### config.mk
export PLATFORM = sky130hd
export DESIGN_NAME = card_sprite_renderer
export DESIGN_NICKNAME = d
export VERILOG_FILES = /design/src/rtl/card_sprite_renderer.sv
export SDC_FILE = /design/constraint.sdc
export NUM_CORES = 1
export LEC_CHECK = 0
export ABC_AREA = 1
export CAP_MARGIN = 20
export CORE_UTILIZATION = 56
export CTS_CLUSTER_DIAMETER = 40
export DETAILED_ROUTE_END_ITERATION = 8
export PLACE_DENSITY = 0.95
export SLEW_MARGIN = 20
export SYNTH_ARGS = -nofsm -noshare
export SYNTH_HDL_FRONTEND = slang
export SYNTH_SLANG_ARGS = --single-unit
export TNS_END_PERCENT = 30
### constraint.sdc
create_clock -name clock -period 4.1 [get_ports clock]
set_input_delay 0.615 -clock clock [delete_from_list [all_inputs] [get_ports clock]]
set_output_delay 0.615 -clock clock [all_outputs]
set_load 0.02 [all_outputs]
### src/rtl/card_sprite_renderer.sv
// Card sprite pixel stage: tests each pixel against a 16x32 (optionally 2x) card,
// drives the card memory address and merges the returned texel over the background.
module card_sprite_renderer #(
   parameter int CARD_W = 16,
   parameter int CARD_H = 32,
   parameter int X_W    = 9,
   parameter int Y_W    = 8
) (
   input  logic           clock,
   input  logic           resetN,
   input  logic           frameStart,
   input  logic           pixValid,
   input  logic [X_W-1:0] pixX,
   input  logic [Y_W-1:0] pixY,
   input  logic [2:0]     bgColor,
   input  logic           posLoad,
   input  logic [X_W-1:0] posX,
   input  logic [Y_W-1:0] posY,
   input  logic           visible,
   input  logic           scale2x,
   output logic [8:0]     rAddr,
   input  logic [2:0]     romData,
   output logic [2:0]     colorOut,
   output logic           colorValid,
   output logic           hit
);

   localparam int COL_W = $clog2(CARD_W);
   localparam int ROW_W = $clog2(CARD_H);
   localparam logic [X_W:0] W_1X = (X_W+1)'(CARD_W);
   localparam logic [X_W:0] W_2X = (X_W+1)'(2 * CARD_W);
   localparam logic [Y_W:0] H_1X = (Y_W+1)'(CARD_H);
   localparam logic [Y_W:0] H_2X = (Y_W+1)'(2 * CARD_H);

   logic [X_W-1:0] sh_x_q, sh_x_d, act_x_q, act_x_d;
   logic [Y_W-1:0] sh_y_q, sh_y_d, act_y_q, act_y_d;
   logic           sh_vis_q, sh_vis_d, act_vis_q, act_vis_d;
   logic           sh_sc_q, sh_sc_d, act_sc_q, act_sc_d;

   logic           s1_valid_q, s1_valid_d, s1_inside_q, s1_inside_d;
   logic [2:0]     s1_bg_q, s1_bg_d;
   logic [8:0]     raddr_q, raddr_d;
   logic           s2_valid_q, s2_valid_d, s2_inside_q, s2_inside_d;
   logic [2:0]     s2_bg_q, s2_bg_d;
   logic [2:0]     color_q, color_d;
   logic           cvalid_q, cvalid_d;
   logic           hit_q, hit_d;

   logic [X_W:0]   x_ext, ax_ext, x_end, dx, dx_sc;
   logic [Y_W:0]   y_ext, ay_ext, y_end, dy, dy_sc;
   logic           in_x, in_y, opaque;
   logic           unused_bits;

   // Placement: the shadow's next value doubles as the frameStart source, so a
   // posLoad in the same cycle as frameStart lands in the active set directly.
   always_comb begin
      sh_x_d   = sh_x_q;
      sh_y_d   = sh_y_q;
      sh_vis_d = sh_vis_q;
      sh_sc_d  = sh_sc_q;
      if (posLoad) begin
         sh_x_d   = posX;
         sh_y_d   = posY;
         sh_vis_d = visible;
         sh_sc_d  = scale2x;
      end
      act_x_d   = act_x_q;
      act_y_d   = act_y_q;
      act_vis_d = act_vis_q;
      act_sc_d  = act_sc_q;
      if (frameStart) begin
         act_x_d   = sh_x_d;
         act_y_d   = sh_y_d;
         act_vis_d = sh_vis_d;
         act_sc_d  = sh_sc_d;
      end
   end

   // Stage 1: one-bit-wider bounds so a card hanging off the screen edge never wraps.
   always_comb begin
      x_ext  = {1'b0, pixX};
      ax_ext = {1'b0, act_x_q};
      y_ext  = {1'b0, pixY};
      ay_ext = {1'b0, act_y_q};
      x_end  = ax_ext + (act_sc_q ? W_2X : W_1X);
      y_end  = ay_ext + (act_sc_q ? H_2X : H_1X);
      dx     = x_ext - ax_ext;
      dy     = y_ext - ay_ext;
      dx_sc  = act_sc_q ? (dx >> 1) : dx;
      dy_sc  = act_sc_q ? (dy >> 1) : dy;
      in_x   = (x_ext >= ax_ext) && (x_ext < x_end);
      in_y   = (y_ext >= ay_ext) && (y_ext < y_end);
      s1_inside_d = act_vis_q & pixValid & in_x & in_y;
      s1_valid_d  = pixValid;
      s1_bg_d     = bgColor;
      raddr_d     = s1_inside_d ? {dy_sc[ROW_W-1:0], dx_sc[COL_W-1:0]} : 9'd0;
   end

   assign unused_bits = ^{dx_sc[X_W:COL_W], dy_sc[Y_W:ROW_W]};

   // Stages 2 and 3: carry pixel context past the memory, then merge.
   always_comb begin
      s2_valid_d  = s1_valid_q;
      s2_inside_d = s1_inside_q;
      s2_bg_d     = s1_bg_q;
      opaque      = s2_inside_q & (romData != 3'b000);
      cvalid_d    = s2_valid_q;
      hit_d       = s2_valid_q & opaque;
      color_d     = color_q;
      if (s2_valid_q) begin
         color_d = opaque ? romData : s2_bg_q;
      end
   end

   always_ff @(posedge clock or negedge resetN) begin
      if (!resetN) begin
         sh_x_q      <= '0;
         sh_y_q      <= '0;
         sh_vis_q    <= 1'b0;
         sh_sc_q     <= 1'b0;
         act_x_q     <= '0;
         act_y_q     <= '0;
         act_vis_q   <= 1'b0;
         act_sc_q    <= 1'b0;
         s1_valid_q  <= 1'b0;
         s1_inside_q <= 1'b0;
         s1_bg_q     <= 3'd0;
         raddr_q     <= 9'd0;
         s2_valid_q  <= 1'b0;
         s2_inside_q <= 1'b0;
         s2_bg_q     <= 3'd0;
         color_q     <= 3'd0;
         cvalid_q    <= 1'b0;
         hit_q       <= 1'b0;
      end else begin
         sh_x_q      <= sh_x_d;
         sh_y_q      <= sh_y_d;
         sh_vis_q    <= sh_vis_d;
         sh_sc_q     <= sh_sc_d;
         act_x_q     <= act_x_d;
         act_y_q     <= act_y_d;
         act_vis_q   <= act_vis_d;
         act_sc_q    <= act_sc_d;
         s1_valid_q  <= s1_valid_d;
         s1_inside_q <= s1_inside_d;
         s1_bg_q     <= s1_bg_d;
         raddr_q     <= raddr_d;
         s2_valid_q  <= s2_valid_d;
         s2_inside_q <= s2_inside_d;
         s2_bg_q     <= s2_bg_d;
         color_q     <= color_d;
         cvalid_q    <= cvalid_d;
         hit_q       <= hit_d;
      end
   end

   assign rAddr      = raddr_q;
   assign colorOut   = color_q;
   assign colorValid = cvalid_q;
   assign hit        = hit_q;

endmodule

Word-level counts from Yosys, hierarchy flattened --
Index checks and enable logic that the tools add are counted.
Storage, ports and cells: register bits after elaboration 62, output and inout bits 14, logic and storage cells 44
Cells by class: add/subtract/negate cells 4, magnitude comparators 4, muxes and demuxes 10, bitwise logic cells 5, reduce and logical (&&, ||, !) cells 3
Operator list (number):
- 9-bit 2-to-1 mux | 2
- 9-bit by 6-bit adder with 10-bit output | 1
- 9-bit by 10-bit < comparator with 1-bit output | 1
- 8-bit by 7-bit adder with 9-bit output | 1
- 9-bit >= comparator | 1
- 8-bit by 9-bit < comparator with 1-bit output | 1
- 8-bit >= comparator | 1
- 8-bit 2-to-1 mux | 1
- 7-bit 2-to-1 mux | 1
- 6-bit 2-to-1 mux | 1
- 6-bit subtractor | 1
- 1-bit bitwise AND | 5
- 5-bit 2-to-1 mux | 1
- 5-bit subtractor | 1
- 4-bit 2-to-1 mux | 1
- 3-bit 2-to-1 mux | 1
- 3-bit nonzero test | 1
- 1-bit logical AND | 2
- 1-bit 2-to-1 mux | 2

Depth between registers and ports, before layout --
depth after elaboration 7, gate-level depth with buffers 16, mapped depth without buffers 15

Least setup slack after synthesis --
No wires, ideal clock.
kind reg-to-reg, start point register act_sc_q, end point register raddr_q[0] (netlist: rAddr[0]), setup time 0.073 ns, data arrival time 2.729 ns, required time 4.027 ns, slack 1.299 ns, stages on the path, launching flop included 17, cells stage by stage dfrtp_1 buf_2 inv_1 clkbuf_1 ha_1 inv_1 fa_1 nor3_1 xor2_1 ha_1 nand2_1 nor2_1 nand2_1 nand2_1 nor2_1 nand2_2 nor2_1
Between the ends: word-level cells in the longest chain between the ends 7, elaborated cells between the ends (all ways) 12, classes of those cells 2 x add/sub; 2 x order compare; 4 x mux; 2 x bitwise; 2 x reduce/logical
RTL lines:
- from (decl) | RTL line 38 | logic sh_sc_q, sh_sc_d, act_sc_q, act_sc_d;
- from (signal assigned) | RTL line 143 | act_sc_q <= act_sc_d;
- 6-bit 2-to-1 mux | RTL line 85 | x_end = ax_ext + (act_sc_q ? W_2X : W_1X);
- 9-bit by 6-bit adder with 10-bit output | RTL line 85
- 9-bit by 10-bit < comparator with 1-bit output | RTL line 91 | in_x = (x_ext >= ax_ext) && (x_ext < x_end);
- 1-bit logical AND | RTL line 91
- 1-bit bitwise AND (2 in a row) | RTL line 93 | s1_inside_d = act_vis_q & pixValid & in_x & in_y;
- 9-bit 2-to-1 mux (*) | RTL line 96 | raddr_d = s1_inside_d ? {dy_sc[ROW_W-1:0], dx_sc[COL_W-1:0]} : 9'd0;
- net raddr_d[0] | RTL line 42 | logic [8:0] raddr_q, raddr_d;
- to (signal assigned) | RTL line 147 | raddr_q <= raddr_d;
- to (decl) | RTL line 42
Mark *: on every way through the listed nets, which the timed path passes. The rest lies on a longest branch. A chain may end at the register's enable or synchronous reset.

Worst setup path after layout --
start point register act_sc_q, end point register raddr_q[6] (netlist: rAddr[6])
Same word-level chain as after synthesis.

==> summary.md <==
| Metric | Value |
|---|---|
| Time the worst path needs with I/O delays and setup | 3.110 ns |
| Count of instances resized after the clock tree is built | 0 |
| Sw Share | 30.08% |
| Max-slew headroom at the worst pin | 33.47% |
| Multiplexer share of the synthesized area | 7.698% |
| Min Hold Slack | 0.2800 ns |
| Worst EP arrival | 3.38 ns |
| Compound-gate portion of the synthesized area | 7.076% |
| TritonCTS clock tree | done |
| Overall via count from detail_route | 2619 |
| Pin count of the biggest net entering global routing | 36 |
| Syn Inst Count | 336 |
| Leading cell types by count after synthesis | nand2_1 (75), dfrtp_1 (62), inv_1 (42) |
| Main synth FF type | dfrtp_1 |
| Met3 routing resource usage after global routing | 7.059% |
| Latest clock arrival within the worst-skew pair | 0.34 ns |
| Final instance area | 4091 sq um |
| Sequential cell area fraction in the yosys report | 48.21% |
| Root buffer selected by CTS | clkbuf_8 |
| Run status | complete, no violations |
| Post-synthesis share of cell area spent on xor and xnor gates | 2.177% |
| Async set-or-reset flop fraction in the synthesized netlist | 100.0% |
| Global-route wire length before repair | 11870 um |
| Number of hold violations in the final report | 0 |
| Placed Area | 3879 sq um |
| Aggregate negative setup slack | 0 ns |
| HPWL after detailed placement | 5212 um |
| RD Place Congestion | 0.8488 |
| Global-route met1 utilization | 29.64% |
| Vert. Die Dim | 77.81 um |
| 1st-iter DRT viols | 147 |
| Synth top area share | 48.21% |
| Post-synthesis share of cell area spent on and, or, nand and nor gates | 14.93% |
| Path class of the lowest-slack min-delay path | in2async |
| CP Data Required Time | 4.37 ns |
| Total inserted antenna cells | 0 |
| Kind of capture point of the worst setup path | flop |
| DRC violations left | 0 |
| Peak-usage layer in the global routing report | met2 |
| Mapped Area | 3218 sq um |
| Clock Power Share | 34.0% |
| Total of flip-flops plus latches after synthesis | 62 |
| Post-Synth Adder-Cell Area | 13.76% |
| Initial core utilization | 58.44% |
| Mapped Nets | 416 |
| IR Drop Worst-Case VDD | 202.2 uV |
| Unrepaired setup endpoints after global routing | false |
| Dominant combinational cell family by area after synthesis | simple AND/OR/NAND/NOR gates |
| Internal power | 1.200 mW |
| Setup-violating endpoint count in the final report | 0 |
| Power density over cell area | 419.3 nW/um^2 |
| Vias in the first global route | 2683 |
| Library cell with the highest instance count after synthesis | nand2_1 |
| Initial antenna violation count | 0 |
| Clock tree skew after final layout | 0.008466 ns |
| Library cell occupying the most area in the post-synthesis netlist | dfrtp_1 |
| Detail Route Antenna Nets | 0 |
| Total wire length | 7258 um |
| Combined global-route utilization of all metal layers | 26.19% |
| Switching power of the nets | 0.5160 mW |
| Area of the core | 5507 sq um |
| Layout overhead on the synthesized area | 27.14% |
| Category of the most critical setup path | reg2reg |
| Post-Syn Area per Cell | 9.578 sq um |
| Number of placement rows | 27 |
| Share of final-layout standard cells stronger than drive strength 1 | 10.62% |
| Number of enable flip-flop cells after synthesis | 0 |
| Combinational share of power | 25.5% |
| Number of inserted filler cells in the final layout | 342 |
| Post-layout util | 74.30% |
| Number of max-cap violations | 0 |
| Leading cell types by total area after synthesis | dfrtp_1 (48%), ha_1 (11%), nand2_1 (8.7%) |
| Congestion Overflow GR | 0 |
| Setup repair bufs after CTS | 0 |
| Count of cell types in the netlist | 25 |
| Maximum operating frequency | 321.6 MHz |
| Via-to-Cell Ratio | 5.491 |
| Register clock-pin slew on the reported worst setup and hold paths | 0.07 ns |
| CTS Hold Bufs | 0 |
| Routed wire length per instance | 15.22 um |
| Startpoint Class | flop |
| Width of the die | 77.81 um |
| Cell count of the worst reg-to-reg path | 14 |
| Sinks on Clock Net | 62 |
| Number of iterations in the first detailed-routing pass | 4 |
| Number of buffers inserted by port buffering | 60 |
| Count of synthesis-stage warnings from yosys | 0 |
| GR Layer Usage met2 | 44.96% |
| Clock buffer count from CTS | 9 |
| Part of the total power dissipated in sequential elements | 40.5% |
| Top fanout value on the critical path | 14 |
| Slew Limit Fails | 0 |
| Static Leak | 2.014 nW |
| Layout Nets | 481 |
| Worst-case clock buffer depth | 2 |
| Power Total | 1.716 mW |
| Final Cycle Share | 75.85% |
| Top-level port count | 61 |
| Actual slew at the worst max-slew pin | 0.9948 ns |
| Depth of the CTS H-tree | 3 |
| Floorplan die area | 6054 sq um |
## per-layer routing
layer / vias to the layer above / part of all wire, % / wire length, um
met5: - / 0 / 0
met4: 0 / 3.5 / 252
met3: 36 / 6.0 / 434
met2: 107 / 51 / 3668
met1: 1263 / 40 / 2902
li1: 1213 / - / -
## final timing paths
path                                      start                    to  slack (ns)
setup / recovery           act_sc_q$_DFFE_PN0P_    rAddr[6]$_DFF_PN0_        0.99
hold / removal                           resetN   sh_y_q[1]$_DFF_PN0_        0.28
setup reg to reg           act_sc_q$_DFFE_PN0P_    rAddr[6]$_DFF_PN0_        0.99
hold reg to reg            s1_bg_q[0]$_DFF_PN0_  s2_bg_q[0]$_DFF_PN0_        0.35
max in group asynchronous                resetN    rAddr[6]$_DFF_PN0_        2.97
min in group clock         s1_bg_q[0]$_DFF_PN0_  s2_bg_q[0]$_DFF_PN0_        0.35
## metrics by stage
stage,setup WS [ns],instances
finish,0.9901,477
global route,0.8588,477
detailed placement,1.103,462
CTS,1.019,477
floorplan,1.299,336
global placement,1.328,462
## power by group through the flow
| stage | clock network (mW) | registers (mW) | logic [mW] |
|---|---|---|---|
| finish | 0.583 | 0.694 | 0.438 |
| global route | 0.620 | 0.700 | 0.487 |
| CTS | 0.592 | 0.694 | 0.434 |
| detailed placement | 0 | 0.705 | 0.423 |
| global placement | 0 | 0.702 | 0.391 |
| floorplan | 0 | 0.705 | 0.268 |
## logic make-up after synthesis
group / count (synthesis)
DFF: 62
buffers and inverters: 50
adders and majority gates: 33
and+or+nand+nor: 118
xor gates and xnor gates: 8
AOI/OAI and AO/OA: 43
muxes: 22
## sequential cells by signal (all words and copies together), names as in the netlist
name	flops
act_sc_q	1
s1_bg_q	3
s2_inside_q	1
sh_y_q	8
cvalid_d	1
colorValid	1
s2_bg_q	3
rAddr	9
act_y_q	8
s1_valid_q	1
hit	1
sh_vis_q	1
act_x_q	9
s1_inside_q	1
sh_x_q	9
colorOut	3
sh_sc_q	1
act_vis_q	1
## cell usage in the layout (no fill, tap or decap), types with 3 or more instances in the layout
cell | netlist | routed
mux2_2 | 22 | 22
clkbuf_8 | 0 | 9
ha_1 | 29 | 29
nor2_1 | 23 | 23
nand3_1 | 13 | 13
a21oi_1 | 11 | 11
o21ai_0 | 26 | 26
dfrtp_1 | 62 | 62
nand2_1 | 75 | 75
xor2_1 | 5 | 5
inv_1 | 42 | 42
clkdlybuf4s50_1 | 0 | 59
fa_1 | 4 | 4
a31oi_1 | 3 | 3
xnor2_1 | 3 | 3
## layout make-up
type,instances,area (sq um),share of cell area [%]
tap,72,90.09,2.202
clock inverter,5,85.08,2.080
sequential,62,1551,37.92
timing repair buffer,62,610.6,14.92
inverter,42,157.7,3.853
multi-input combinational,224,1469,35.90
clock buffer,10,127.6,3.119
## critical path: stages, from the launching register on
cell     delay (ns)
dfrtp_1        0.52
inv_1          0.39
ha_1           0.26
inv_1          0.06
fa_1           0.40
nor3_1         0.25
xor2_1         0.17
ha_1           0.26
nand2_1        0.07
nor2_1         0.04
nand2_1        0.06
nand2_1        0.05
nor2_1         0.17
nand2_2        0.17
nor2_1         0.14
Power figures use the tool's default switching activity.
